[config.mk]
export PLATFORM = sky130hd
export DESIGN_NAME = cdiv_flat
export DESIGN_NICKNAME = d
export VERILOG_FILES = /design/src/rtl/cdiv_if.sv /design/src/rtl/cdiv.sv /design/src/flat_wrapper.sv
export SDC_FILE = /design/constraint.sdc
export NUM_CORES = 1
export LEC_CHECK = 0
export ABC_AREA = 1
export CAP_MARGIN = 20
export CELL_PAD_IN_SITES_DETAIL_PLACEMENT = 0
export CELL_PAD_IN_SITES_GLOBAL_PLACEMENT = 1
export CORE_ASPECT_RATIO = 1.1
export CORE_UTILIZATION = 49
export CTS_BUF_LIST = sky130_fd_sc_hd__clkbuf_8
export CTS_CLUSTER_DIAMETER = 80
export CTS_CLUSTER_SIZE = 12
export DETAILED_ROUTE_END_ITERATION = 8
export MAX_ROUTING_LAYER = met4
export PLACE_DENSITY = 0.81
export SKIP_LAST_GASP = 1
export SLEW_MARGIN = 20
export SYNTH_ARGS = -nofsm -noshare
export SYNTH_HDL_FRONTEND = slang
export SYNTH_SLANG_ARGS = --single-unit
[constraint.sdc]
create_clock -name clk -period 7 [get_ports clk]
set_clock_uncertainty 0.05 [all_clocks]
set_input_delay 1.4 -clock clk [delete_from_list [all_inputs] [get_ports clk]]
set_output_delay 1.4 -clock clk [all_outputs]
set_load 0.02 [all_outputs]
[src/rtl/cdiv_if.sv]
// Operand/result handshake bundle for the sequential complex divider.
// Carries the input and output valid/ready pairs and the data beside them.
interface cdiv_if;
    logic               in_valid;
    logic               in_ready;
    logic signed [7:0]  rea;
    logic signed [7:0]  ima;
    logic signed [7:0]  req;
    logic signed [7:0]  imq;
    logic               out_valid;
    logic               out_ready;
    logic signed [15:0] rep;
    logic signed [15:0] imp;
    logic               dz;
    logic               ovf;

    modport master (
        output in_valid, rea, ima, req, imq, out_ready,
        input  in_ready, out_valid, rep, imp, dz, ovf
    );

    modport slave (
        input  in_valid, rea, ima, req, imq, out_ready,
        output in_ready, out_valid, rep, imp, dz, ovf
    );
endinterface

[src/rtl/cdiv.sv]
// Complex divide a/q = a*conj(q)/|q|^2 via two lockstep restoring dividers, Q(15-FRAC).FRAC out.
// Latency FRAC+18 (FRAC+19 with CDIV_ROUND_EN: one extra bit, round half away from zero); 2 on divide-by-zero.
// Backpressure: result held in DONE until out_ready; in_ready only in IDLE, never overlapping the output.
module cdiv #(
    parameter int FRAC = 8
) (
    input  logic   clk,
    input  logic   rst_n,
    cdiv_if.slave  bus
);

`ifdef CDIV_ROUND_EN
    localparam int XB = 1;
`else
    localparam int XB = 0;
`endif
    localparam int W  = 16 + FRAC + XB;
    localparam int CW = $clog2(W + 1);

    typedef enum logic [1:0] {IDLE, PREP, DIV, DONE} state_t;
    state_t state, state_nx;

    logic signed [7:0]  rea_q, ima_q, req_q, imq_q;
    logic               sgn_r, sgn_i;
    logic [15:0]        den;
    logic [W-1:0]       dr_r, dr_i;
    logic [15:0]        rm_r, rm_i;
    logic [CW-1:0]      cnt;
    logic               in_ready_q, out_valid_q, dz_q, ovf_q;
    logic signed [15:0] rep_q, imp_q;
    logic               in_ready_nx, out_valid_nx, last;

    logic signed [16:0] xr, xi, yr, yi, nr_c, ni_c;
    logic signed [15:0] yr16, yi16;
    logic [15:0]        den_c, mr_c, mi_c;
    logic [16:0]        st_r, st_i, fr_c, fi_c;
    logic [W-1:0]       dr_r_nx, dr_i_nx;

    assign bus.in_ready  = in_ready_q;
    assign bus.out_valid = out_valid_q;
    assign bus.rep       = rep_q;
    assign bus.imp       = imp_q;
    assign bus.dz        = dz_q;
    assign bus.ovf       = ovf_q;

    // One restoring step: returns {quotient bit, new remainder}; remainder stays below den.
    function automatic logic [16:0] rstep(input logic [15:0] rm, input logic b, input logic [15:0] d);
        logic [16:0] sh;
        sh = {rm, b};
        if (sh >= {1'b0, d})
            return {1'b1, 16'(sh - {1'b0, d})};
        return {1'b0, sh[15:0]};
    endfunction

    // Magnitude (optionally rounded) -> signed, saturated 16-bit; returns {clipped, value}.
    function automatic logic [16:0] fin(input logic neg, input logic [W-1:0] q);
        logic [W-1:0] m;
`ifdef CDIV_ROUND_EN
        m = (q >> 1) + W'(q[0]);
`else
        m = q;
`endif
        if (!neg && m > W'(32767))
            return {1'b1, 16'h7fff};
        if (neg && m > W'(32768))
            return {1'b1, 16'h8000};
        return {1'b0, neg ? 16'(16'd0 - m[15:0]) : m[15:0]};
    endfunction

    always_comb begin
        xr   = 17'(rea_q);
        xi   = 17'(ima_q);
        yr   = 17'(req_q);
        yi   = 17'(imq_q);
        yr16 = 16'(req_q);
        yi16 = 16'(imq_q);
        nr_c = xr * yr + xi * yi;
        ni_c = xi * yr - xr * yi;
        // |q|^2 tops out at 32768, which still fits 16 bits unsigned
        den_c = 16'(yr16 * yr16 + yi16 * yi16);
        mr_c  = nr_c[16] ? 16'(16'd0 - nr_c[15:0]) : nr_c[15:0];
        mi_c  = ni_c[16] ? 16'(16'd0 - ni_c[15:0]) : ni_c[15:0];
    end

    always_comb begin
        st_r    = rstep(rm_r, dr_r[W-1], den);
        st_i    = rstep(rm_i, dr_i[W-1], den);
        dr_r_nx = {dr_r[W-2:0], st_r[16]};
        dr_i_nx = {dr_i[W-2:0], st_i[16]};
        fr_c    = fin(sgn_r, dr_r_nx);
        fi_c    = fin(sgn_i, dr_i_nx);
        last    = (cnt == CW'(W - 1));
    end

    always_ff @(posedge clk or negedge rst_n) begin
        if (!rst_n) state <= IDLE;
        else        state <= state_nx;
    end

    always_comb begin
        state_nx = state;
        case (state)
            IDLE:    if (bus.in_valid) state_nx = PREP;
            PREP:    state_nx = (den_c == 16'd0) ? DONE : DIV;
            DIV:     if (last) state_nx = DONE;
            DONE:    if (out_valid_q && bus.out_ready) state_nx = IDLE;
            default: state_nx = IDLE;
        endcase
    end

    always_comb begin
        in_ready_nx  = (state_nx == IDLE);
        out_valid_nx = (state == DONE) && !(out_valid_q && bus.out_ready);
    end

    always_ff @(posedge clk or negedge rst_n) begin
        if (!rst_n) begin
            rea_q       <= '0;
            ima_q       <= '0;
            req_q       <= '0;
            imq_q       <= '0;
            sgn_r       <= 1'b0;
            sgn_i       <= 1'b0;
            den         <= '0;
            dr_r        <= '0;
            dr_i        <= '0;
            rm_r        <= '0;
            rm_i        <= '0;
            cnt         <= '0;
            in_ready_q  <= 1'b1;
            out_valid_q <= 1'b0;
            rep_q       <= '0;
            imp_q       <= '0;
            dz_q        <= 1'b0;
            ovf_q       <= 1'b0;
        end else begin
            in_ready_q  <= in_ready_nx;
            out_valid_q <= out_valid_nx;
            case (state)
                IDLE: if (bus.in_valid) begin
                    rea_q <= bus.rea;
                    ima_q <= bus.ima;
                    req_q <= bus.req;
                    imq_q <= bus.imq;
                end
                PREP: begin
                    sgn_r <= nr_c[16];
                    sgn_i <= ni_c[16];
                    den   <= den_c;
                    dr_r  <= W'(mr_c) << (W - 16);
                    dr_i  <= W'(mi_c) << (W - 16);
                    rm_r  <= '0;
                    rm_i  <= '0;
                    cnt   <= '0;
                    dz_q  <= (den_c == 16'd0);
                    if (den_c == 16'd0) begin
                        rep_q <= '0;
                        imp_q <= '0;
                        ovf_q <= 1'b0;
                    end
                end
                DIV: begin
                    dr_r <= dr_r_nx;
                    dr_i <= dr_i_nx;
                    rm_r <= st_r[15:0];
                    rm_i <= st_i[15:0];
                    cnt  <= cnt + CW'(1);
                    if (last) begin
                        rep_q <= fr_c[15:0];
                        imp_q <= fi_c[15:0];
                        ovf_q <= fr_c[16] | fi_c[16];
                    end
                end
                default: ;
            endcase
        end
    end

endmodule

[src/flat_wrapper.sv]
// flat-port wrapper written by rule: the top's interface ports become plain ports
module cdiv_flat 
#(
    parameter int FRAC = 8
)
  (clk, rst_n, bus_in_valid, bus_rea, bus_ima, bus_req, bus_imq, bus_out_ready, bus_in_ready, bus_out_valid, bus_rep, bus_imp, bus_dz, bus_ovf);
  cdiv_if bus_i ();
  input  logic clk;
  input  logic rst_n;
  input wire logic [$bits(bus_i.in_valid)-1:0] bus_in_valid;
  input wire logic [$bits(bus_i.rea)-1:0] bus_rea;
  input wire logic [$bits(bus_i.ima)-1:0] bus_ima;
  input wire logic [$bits(bus_i.req)-1:0] bus_req;
  input wire logic [$bits(bus_i.imq)-1:0] bus_imq;
  input wire logic [$bits(bus_i.out_ready)-1:0] bus_out_ready;
  output wire logic [$bits(bus_i.in_ready)-1:0] bus_in_ready;
  output wire logic [$bits(bus_i.out_valid)-1:0] bus_out_valid;
  output wire logic [$bits(bus_i.rep)-1:0] bus_rep;
  output wire logic [$bits(bus_i.imp)-1:0] bus_imp;
  output wire logic [$bits(bus_i.dz)-1:0] bus_dz;
  output wire logic [$bits(bus_i.ovf)-1:0] bus_ovf;
  assign bus_i.in_valid = bus_in_valid;
  assign bus_i.rea = bus_rea;
  assign bus_i.ima = bus_ima;
  assign bus_i.req = bus_req;
  assign bus_i.imq = bus_imq;
  assign bus_i.out_ready = bus_out_ready;
  assign bus_in_ready = bus_i.in_ready;
  assign bus_out_valid = bus_i.out_valid;
  assign bus_rep = bus_i.rep;
  assign bus_imp = bus_i.imp;
  assign bus_dz = bus_i.dz;
  assign bus_ovf = bus_i.ovf;
  cdiv #(.FRAC(FRAC)) u_core (.clk(clk), .rst_n(rst_n), .bus(bus_i));
endmodule
* Word level (Yosys, flattened, before mapping)
Index checks and enable logic that the tools add are counted.
** Storage, ports and cells
- Flip-flop bits (word level) :: 173
- Word-level logic and storage cells :: 105
** Operators by class
- $add $sub $neg :: 10
- Multipliers :: 6
- $lt $le $gt $ge :: 6
- Eq/ne operators :: 6
- Multiplexer cells :: 42
- Bitwise operators :: 1
- Reductions and logical operators :: 15
** Operators by type and width (number)
- 2-to-1 mux 17 bit :: 12
- one-hot mux 16 bit (2 select lines) :: 4
- 2-to-1 mux 16 bit :: 7
- multiplier 8 x 8 -> 16 bit :: 6
- one-hot mux 24 bit (2 select lines) :: 2
- subtractor 1 x 16 -> 16 bit (first input constant) :: 4
- > comparator 24 x 15 -> 1 bit (second input constant) :: 2
- > comparator 24 x 16 -> 1 bit (second input constant) :: 2
- >= comparator 17 x 16 -> 1 bit :: 2
- subtractor 16 bit :: 2
- adder 17 bit :: 1
- subtractor 17 bit :: 1
- adder 16 bit :: 1
- logical NOT 16 bit :: 1
- 2-to-1 mux 1 bit :: 11
- one-hot mux 5 bit (2 select lines) :: 1
- one-hot mux 2 bit (4 select lines) :: 1
- logical AND 1 bit :: 6
- 2-to-1 mux 2 bit :: 3
- adder 5 x 1 -> 5 bit (second input constant) :: 1
- == test 5 bit (second input constant) :: 1
- == test 2 bit (second input constant) :: 2
- logical NOT 2 bit :: 2
- != test 2 x 1 -> 1 bit (second input constant) :: 2
- 7 further kinds :: 9

* Logic depth before layout (Yosys ltp)
Gate-level depths: netlist (run 1).
- Word-level depth :: 12
- Depth in mapped cells :: 40

* Worst setup path after synthesis (run 1)
OpenSTA, ideal clock, no wires.
- Kind :: reg-to-reg
- From :: register u_core.imq_q[7]
- To :: register u_core.dr_r[12]
- Setup time :: 120 ps
- Arrival :: 5916 ps
- Path slack :: 914 ps
- Stages on the path, launching flop included :: 34
- Buffers on the path :: 2
- Clock period less this slack :: 6086 ps
- Cell sequence :: dfrtp_1 -> clkinv_1 -> clkbuf_1 -> nor2_1 -> fa_1 -> fa_1 -> fa_1 -> inv_1 -> fa_1 -> inv_1 -> ha_1 -> nand2_1 -> inv_1 -> nand2_1 -> nand2_1 -> a21oi_1 -> nor2_1 -> o21ai_0 -> nand2_1 -> xnor2_1 -> inv_1 -> ha_1 -> nand2_1 -> nor2_1 -> and2_1 -> nand2_1 -> nand2_1 -> nand2_1 -> o21ai_2 -> nand2_1 -> nand2_2 -> buf_4 -> nand3_1 -> a31o_1
** Between the ends
- Longest elaborated chain between the ends :: 4
** Ends and longest elaborated chain
- from (decl) :: line cdiv.sv:23 : logic signed [7:0] rea_q, ima_q, req_q, imq_q;
- from (signal assigned) :: line cdiv.sv:144 : imq_q <= bus.imq;
- multiplier 8 x 8 -> 16 bit :: line cdiv.sv:77 : nr_c = xr * yr + xi * yi;
- adder 17 bit :: line cdiv.sv:77
- 2-to-1 mux 16 bit :: line cdiv.sv:81 : mr_c = nr_c[16] ? 16'(16'd0 - nr_c[15:0]) : nr_c[15:0];
- one-hot mux 24 bit (2 select lines) :: line cdiv.sv:139 : case (state)
- to (signal assigned) :: line cdiv.sv:150 : dr_r <= W'(mr_c) << (W - 16);
- to (signal assigned) :: line cdiv.sv:163 : dr_r <= dr_r_nx;
- to (decl) :: line cdiv.sv:26 : logic [W-1:0] dr_r, dr_i;
No other way between the ends.
A chain may end at the register's enable or synchronous reset.

* Final worst setup path (run 1)
- From :: register u_core.rea_q[3]
- To :: register u_core.dr_r[14]
** Between the ends
- Longest elaborated chain between the ends :: 5
** Ends and longest elaborated chain
- from (decl) :: line cdiv.sv:23
- from (signal assigned) :: line cdiv.sv:141 : rea_q <= bus.rea;
- multiplier 8 x 8 -> 16 bit (*) :: line cdiv.sv:77
- adder 17 bit (*) :: line cdiv.sv:77
- subtractor 1 x 16 -> 16 bit :: line cdiv.sv:81
- 2-to-1 mux 16 bit (*) :: line cdiv.sv:81
- one-hot mux 24 bit (2 select lines) (*) :: line cdiv.sv:139
Every way passes the cells marked *; elsewhere a longest branch is shown, timed or not.

==> parameters.txt, run 1 <==
Parameter                              Value

Finish
  Filler cell count ... roughly 5600
  Total area of multi-input combinational cells ... 19200 um2
  Storage element area ... 4350 um2
  Leading cell types in the layout, fill and taps excluded ... 1018 x sky130_fd_sc_hd__inv_1, 1003 x sky130_fd_sc_hd__nand2_1, 337 x sky130_fd_sc_hd__fa_1
  Layout area overhead ... 8.08%
  Share of cells above drive strength 1 ... 0.0438
  Number of nets in the layout ... 4530
  Most frequent standard cell in the layout excluding fill and tap cells ... sky130_fd_sc_hd__inv_1
  Number of standard cells in the layout, taps in and fillers out ... 4669

Route
  Post-DRT Antenna Nets ... 0
  Vias after detailed routing ... approximately 23000
  Detailed Routing Iterations Pass 1 ... 5
  DRC violation total after the first TritonRoute iteration ... 1257
  Wirelength per Cell ... 15.2 um
  Drc violations ... 0
  Routed vias/inst ... 4.93
  Final WL ... 71100 um

Clock tree
  Clk buf depth ... 2
  Clock network latency to the later pin of the worst-skew pair ... ~0.6 ns
  Total CTS buffers ... 17
  CTS hold repair buffers ... 0
  Worst-path clk slew ... 0.13 ns
  Root Buffer ... sky130_fd_sc_hd__clkbuf_8
  Number of H-tree levels ... 4
  TritonCTS clock tree ... yes
  Total number of clock tree sinks ... 173

Place
  Post-Place Cells ... 4630
  Half-perimeter wire length of the detailed placement result ... 58200 um
  Final Wtd Congestion ... 0.945
  Port bufs ... 71

Timing
  Period utilisation layout ... 0.934
  Final hold violation count ... 0
  Max transition margin ... 0.326
  FMAX ... 153 MHz
  Time the final worst path needs with I/O delays and setup ... 6.54 ns
  Worst slew pin tran ... 1.01 ns
  Setup violation total in the final timing report ... 0
  RSZ-0062 raised after global routing ... true
  Final-report max-slew violation count ... 0

Floorplanning
  Number of ports placed on the die boundary ... between 70 and 80
  Vert. Die Dim ... 252 um
  Die area ... about 58000 um2
  Area of the core ... 56100 um2
  Die span in x ... between 200 and 250 um
  Number of placement rows ... 91
  Starting density of the core ... 0.497

Worst setup path
  Largest stage delay, worst path ... approximately 0.83 ns
  Data required time of the worst path ... 7.40 ns
  Count of buffering cells on the critical path with inverters included ... 3
  Cell class contributing the biggest share of worst-path delay ... adder cells
  Highest net fanout along the worst path ... 17
  Critical-path top delay cell ... sky130_fd_sc_hd__dfrtp_1
  Startpoint type of the worst setup path ... register
  Element type at the critical path end ... register
  CP Class ... register to register
  Arrival @ worst endpoint ... ~7 ns
  Worst setup slack for register-to-register paths ... 0.46 ns
  Crit path top cell by count ... sky130_fd_sc_hd__nand2_1

Logic synthesis
  Flip-flop and latch count after synthesis ... 173
  Syn Area/Cell ... 7.20 um2
  Post-synth top flop ... sky130_fd_sc_hd__dfrtp_1
  Sequential share of the synthesized area ... 0.155
  Cell area after technology mapping ... 27900 um2
  Distinct cell type count after synthesis ... 47
  Yosys warns ... 0
  Number of synthesized flops with an enable pin ... 0
  Total nets after synthesis ... 4492
  Post-synthesis cell count ... 3872
  Fraction of registers with async set/reset ... 1.00

Global routing
  Number of antenna violations at the first check in global routing ... 1
  All-layer global routing usage ... 0.264
  First-pass GRT wire length ... 117000 um
  Number of global-route vias before repair ... 22700
  Pin count of the biggest net entering global routing ... roughly 110
  Total global routing overflow ... 0

Run status
  Result of the run ... finished, final reports clean

Run
  MaxCap Viol Count ... 0

Hold path
  Worst Hold Class ... register to register
[cell type report]
class	instances	area share
Antenna cell	2	0.000166
Clock buffer	17	0.00776
Clock inverter	15	0.00706
Inverter	1024	0.128
Multi-Input combinational cell	2548	0.638
Sequential cell	173	0.144
Tap cell	744	0.0309
Timing Repair Buffer	145	0.0435
Timing Repair inverter	1	0.000249
[logic make-up (layout without fill, tap and decap cells)]
family / Yosys count / after routing / share of synthesized area
AND/OR/NAND/NOR: 1442 / 1442 / 0.210
buffers and inverters: 1151 / 1202 / 0.156
adder cells (fa/ha/maj): 584 / 584 / 0.353
AO/OA/AOI/OAI: 367 / 367 / 0.0754
flip-flops: 173 / 173 / 0.155
XOR/XNOR: 137 / 137 / 0.0430
multiplexers: 18 / 18 / 0.00727
other: 0 / 2 / 0
[state kept, by name (all words and copies together), names as in the netlist, 2 cells and up]
| signal | cells |
|---|---|
| u_core.dr_i | 24 |
| u_core.state | 2 |
| u_core.den | 16 |
| u_core.rea_q | 8 |
| u_core.rm_r | 16 |
| u_core.dr_r | 24 |
| u_core.rm_i | 16 |
| u_core.bus.imp | 16 |
| u_core.cnt | 5 |
| u_core.ima_q | 8 |
| u_core.bus.rep | 16 |
| u_core.req_q | 8 |
| u_core.imq_q | 8 |
[per-layer routing]
metal,up-vias,global-route usage,part of all wire
met5,-,-,0
met2,454,0.433,0.48
li1,11600,-,-
met4,0,0.0804,0.027
met3,86,0.0231,0.038
met1,10800,0.346,0.45
[worst paths after layout]
path / from / end / cells after the start
worst max-delay path: u_core.rea_q[3] / u_core.dr_r[14] / 31
worst min-delay path: u_core.bus.imp[5] / u_core.bus.imp[5] / 2
worst max register to register: u_core.rea_q[3] / u_core.dr_r[14] / 31
worst min register to register: u_core.bus.imp[5] / u_core.bus.imp[5] / 2
max in group asynchronous: rst_n / u_core.dr_i[1] / 2
min in group asynchronous: rst_n / u_core.rm_i[1] / 1
[Yosys cell counts (4+ instances only)]
| cell | count | area [um2] |
|---|---|---|
| sky130_fd_sc_hd__inv_1 | 1020 | 3830 |
| sky130_fd_sc_hd__xor2_1 | 81 | 709 |
| sky130_fd_sc_hd__a21oi_1 | 150 | 751 |
| sky130_fd_sc_hd__nand3b_1 | 13 | 97.6 |
| sky130_fd_sc_hd__nand3_1 | 153 | 766 |
| sky130_fd_sc_hd__nor2_1 | 174 | 653 |
| sky130_fd_sc_hd__a21o_1 | 6 | 45.0 |
| sky130_fd_sc_hd__o21ai_2 | 4 | 35.0 |
| sky130_fd_sc_hd__xnor2_1 | 56 | 490 |
| sky130_fd_sc_hd__a31oi_1 | 8 | 50.1 |
| sky130_fd_sc_hd__o21ai_0 | 89 | 445 |
| sky130_fd_sc_hd__buf_1 | 6 | 22.5 |
| sky130_fd_sc_hd__mux2_2 | 18 | 203 |
| sky130_fd_sc_hd__dfrtp_1 | 172 | 4300 |
| sky130_fd_sc_hd__ha_1 | 247 | 3090 |
| sky130_fd_sc_hd__fa_1 | 337 | 6750 |
| sky130_fd_sc_hd__clkbuf_1 | 109 | 409 |
| sky130_fd_sc_hd__nor4_1 | 8 | 50.1 |
| sky130_fd_sc_hd__o21ai_1 | 7 | 35.0 |
| sky130_fd_sc_hd__o22ai_1 | 44 | 275 |
| sky130_fd_sc_hd__a32o_1 | 4 | 40.0 |
| sky130_fd_sc_hd__and2_1 | 4 | 25.0 |
| sky130_fd_sc_hd__o211ai_1 | 15 | 113 |
| sky130_fd_sc_hd__or2_2 | 7 | 43.8 |
| sky130_fd_sc_hd__nor3_1 | 27 | 135 |
| sky130_fd_sc_hd__buf_2 | 9 | 45.0 |
| sky130_fd_sc_hd__nand2_2 | 6 | 37.5 |
| sky130_fd_sc_hd__nand2_1 | 1005 | 3770 |
| sky130_fd_sc_hd__nand4_1 | 41 | 257 |
| sky130_fd_sc_hd__o21bai_1 | 24 | 180 |
[tightest hold or removal path, cell delays in order (launching register included)]
cell                      delay (ns)
sky130_fd_sc_hd__dfrtp_1        0.36
sky130_fd_sc_hd__nand2_1        0.05
sky130_fd_sc_hd__nand2_1        0.05
[stage by stage]
stage          area (um2)  hold slack, ns  setup slack [ns]  utilization  setup TNS [ns]
6_report            30100           0.439             0.462        0.537               0
5_1_grt             30100           0.466           -0.0381        0.537         -0.0381
4_1_cts             30000           0.445             0.281        0.535               0
3_5_place_dp        29600           0.417             0.357        0.527               0
3_3_place_gp        29600           0.415             0.395        0.527               0
2_1_floorplan       27900           0.396             0.914            -               0
[timing repair]
action	CTS	global route
buffers inserted	0	4
resized for setup	0	23
endpoints found under the setup margin	0	29
Power of run 1 is left out: the tool's default activity adds up to more than one toggle a clock period on the data nets, which glitch-free logic cannot reach.
==> run 2, diff against run 1 <==
--- a/config.mk
+++ b/config.mk
@@ -17,6 +17,7 @@
 export DETAILED_ROUTE_END_ITERATION = 8
 export MAX_ROUTING_LAYER = met4
 export PLACE_DENSITY = 0.81
+export SKIP_CTS_REPAIR_TIMING = 1
 export SKIP_LAST_GASP = 1
 export SLEW_MARGIN = 20
 export SYNTH_ARGS = -nofsm -noshare
==> results of run 2 <==
Final layout, timing and power as in run 1 (identical DEF).
Power of run 2 is left out for the same reason.
==> run 3, diff against run 2 <==
--- a/config.mk
+++ b/config.mk
@@ -17,6 +17,7 @@
 export DETAILED_ROUTE_END_ITERATION = 8
 export MAX_ROUTING_LAYER = met4
 export PLACE_DENSITY = 0.81
+export SETUP_SLACK_MARGIN = 0.1
 export SKIP_CTS_REPAIR_TIMING = 1
 export SKIP_LAST_GASP = 1
 export SLEW_MARGIN = 20
==> parameters.txt, run 3 (synthesis results as in run 1) <==
Parameter                              Value

Clock tree
  Clock network latency to the later pin of the worst-skew pair ... 0.60 ns
  Total CTS buffers ... 17
  Root Buffer ... sky130_fd_sc_hd__clkbuf_8
  TritonCTS clock tree ... yes
  Worst-path clk slew ... 0.14 ns
  Number of H-tree levels ... 4
  Clk buf depth ... 2
  Total number of clock tree sinks ... 173

Run
  MaxCap Viol Count ... 0

Floorplanning
  Die area ... 57900 um2
  Number of ports placed on the die boundary ... 72
  Starting density of the core ... 0.497
  Area of the core ... about 56000 um2
  Vert. Die Dim ... 252 um
  Die span in x ... 229 um
  Number of placement rows ... 91

Route
  Drc violations ... 0
  DRC violation total after the first TritonRoute iteration ... 1217
  Vias after detailed routing ... ~23000
  Post-DRT Antenna Nets ... 0
  Detailed Routing Iterations Pass 1 ... 5
  Final WL ... 71000 um
  Wirelength per Cell ... 15.2 um
  Routed vias/inst ... 4.91

Hold path
  Endpoint of the worst hold-timing path ... u_core.bus.imp[5]
  Worst Hold Class ... register to register
  Number of cells traversed by the worst hold path ... 2
  Min-delay src ... u_core.bus.imp[5]

Timing
  Max transition margin ... 0.322
  FMAX ... 155 MHz
  Period utilisation layout ... 0.922
  Time the final worst path needs with I/O delays and setup ... between 6 and 7 ns
  Setup violation total in the final timing report ... 0
  Final hold violation count ... 0
  Final-report max-slew violation count ... 0
  Worst slew pin tran ... 1.01 ns
  RSZ-0062 raised after global routing ... false
  Setup TNS ... 0 ns
  Worst hold margin ... 0.439 ns
  PnR worst setup slack ... roughly 0.54 ns

Finish
  Post-route cell area ... 30200 um2
  Biggest regs ... u_core.dr_i x24, u_core.dr_r x24
  Leading cell types in the layout, fill and taps excluded ... 1018 x sky130_fd_sc_hd__inv_1, 1003 x sky130_fd_sc_hd__nand2_1, 337 x sky130_fd_sc_hd__fa_1
  Share of cells above drive strength 1 ... 0.0476
  Layout area overhead ... 8.24%
  Number of nets in the layout ... 4533
  Most frequent standard cell in the layout excluding fill and tap cells ... sky130_fd_sc_hd__inv_1

Global routing
  First-pass GRT wire length ... 117000 um
  Number of global-route vias before repair ... ~23000
  Total global routing overflow ... 0
  Number of antenna violations at the first check in global routing ... 1
  Pin count of the biggest net entering global routing ... 107
  All-layer global routing usage ... 0.264

Worst setup path
  CP Class ... register to register
  Data required time of the worst path ... 7.40 ns
  Capture point of the worst reg-to-reg path ... u_core.dr_r[14]
  Startpoint type of the worst setup path ... register
  Worst r2r path cells ... 27
  Element type at the critical path end ... register
  Worst setup slack for register-to-register paths ... 0.54 ns
  Arrival @ worst endpoint ... 6.85 ns
  Highest net fanout along the worst path ... 17
  Startpoint of the lowest-slack register-to-register path ... u_core.imq_q[5]

Place
  Final Wtd Congestion ... 0.945
  Cell area after placement ... 29600 um2
  Half-perimeter wire length of the detailed placement result ... 58200 um
  Port bufs ... 71
  Worst setup timing slack at the placement stage ... 0.357 ns

Run status
  Result of the run ... finished, final reports clean
-- run 3: area by class of cell --
cell class / instances / area [um2]
fillers: 5589 / 25900
clock inverters: 15 / 213
flip-flops and latches: 173 / 4360
clock buffers: 17 / 234
repair inverters: 1 / 7.51
inverters: 1024 / 3850
well taps: 744 / 931
repair buffers: 148 / 1340
multi-input cells: 2548 / 19200
diodes: 2 / 5.00
-- run 3: worst max-delay path by stage --
stage,start,to,slack [ns],cells after the start
2_1_floorplan,u_core.imq_q[7],u_core.dr_r[12],0.91,33
3_3_place_gp,u_core.ima_q[4],u_core.dr_r[14],0.39,26
3_5_place_dp,u_core.ima_q[1],u_core.dr_r[14],0.36,32
4_1_cts,u_core.ima_q[1],u_core.dr_r[22],0.28,34
5_1_grt,u_core.req_q[0],u_core.dr_r[14],0.10,35
6_report,u_core.imq_q[5],u_core.dr_r[14],0.54,27
-- run 3: metrics by stage --
step                std cells   util
global route             4671  0.538
finish                   4672  0.538
CTS                      4662  0.535
global placement         4630  0.527
floorplan                3872      -
detailed placement       4630  0.527
-- run 3: worst max-delay path: stages, from the launching register on --
cell,delay [ns]
sky130_fd_sc_hd__dfrtp_1,0.57
sky130_fd_sc_hd__buf_4,0.22
sky130_fd_sc_hd__nand2_1,0.06
sky130_fd_sc_hd__inv_1,0.09
sky130_fd_sc_hd__fa_1,0.45
sky130_fd_sc_hd__fa_1,0.53
sky130_fd_sc_hd__fa_1,0.54
sky130_fd_sc_hd__inv_1,0.05
sky130_fd_sc_hd__fa_1,0.53
sky130_fd_sc_hd__inv_1,0.04
sky130_fd_sc_hd__ha_1,0.32
sky130_fd_sc_hd__a21oi_1,0.14
sky130_fd_sc_hd__o21a_1,0.13
sky130_fd_sc_hd__nand2_1,0.06
sky130_fd_sc_hd__nand2_1,0.08
sky130_fd_sc_hd__nand2_1,0.07
sky130_fd_sc_hd__nand2_1,0.06
sky130_fd_sc_hd__nand2_1,0.08
sky130_fd_sc_hd__a21o_1,0.17
sky130_fd_sc_hd__a21oi_1,0.15
sky130_fd_sc_hd__xor2_1,0.35
sky130_fd_sc_hd__ha_1,0.38
sky130_fd_sc_hd__a21oi_1,0.41
sky130_fd_sc_hd__nand3_1,0.19
sky130_fd_sc_hd__nand2_4,0.20
sky130_fd_sc_hd__nand2_1,0.09
sky130_fd_sc_hd__xnor2_1,0.21
sky130_fd_sc_hd__o21bai_1,0.09
-- run 3: layer usage --
layer | GRT usage | vias to the layer above | wire length (um)
li1 | - | 11600 | -
met3 | 0.0231 | 79 | 2520
met1 | 0.346 | 10800 | 32500
met5 | - | - | 0
met2 | 0.433 | 438 | 34100
met4 | 0.0804 | 0 | 1900
Power of run 3 is left out for the same reason.
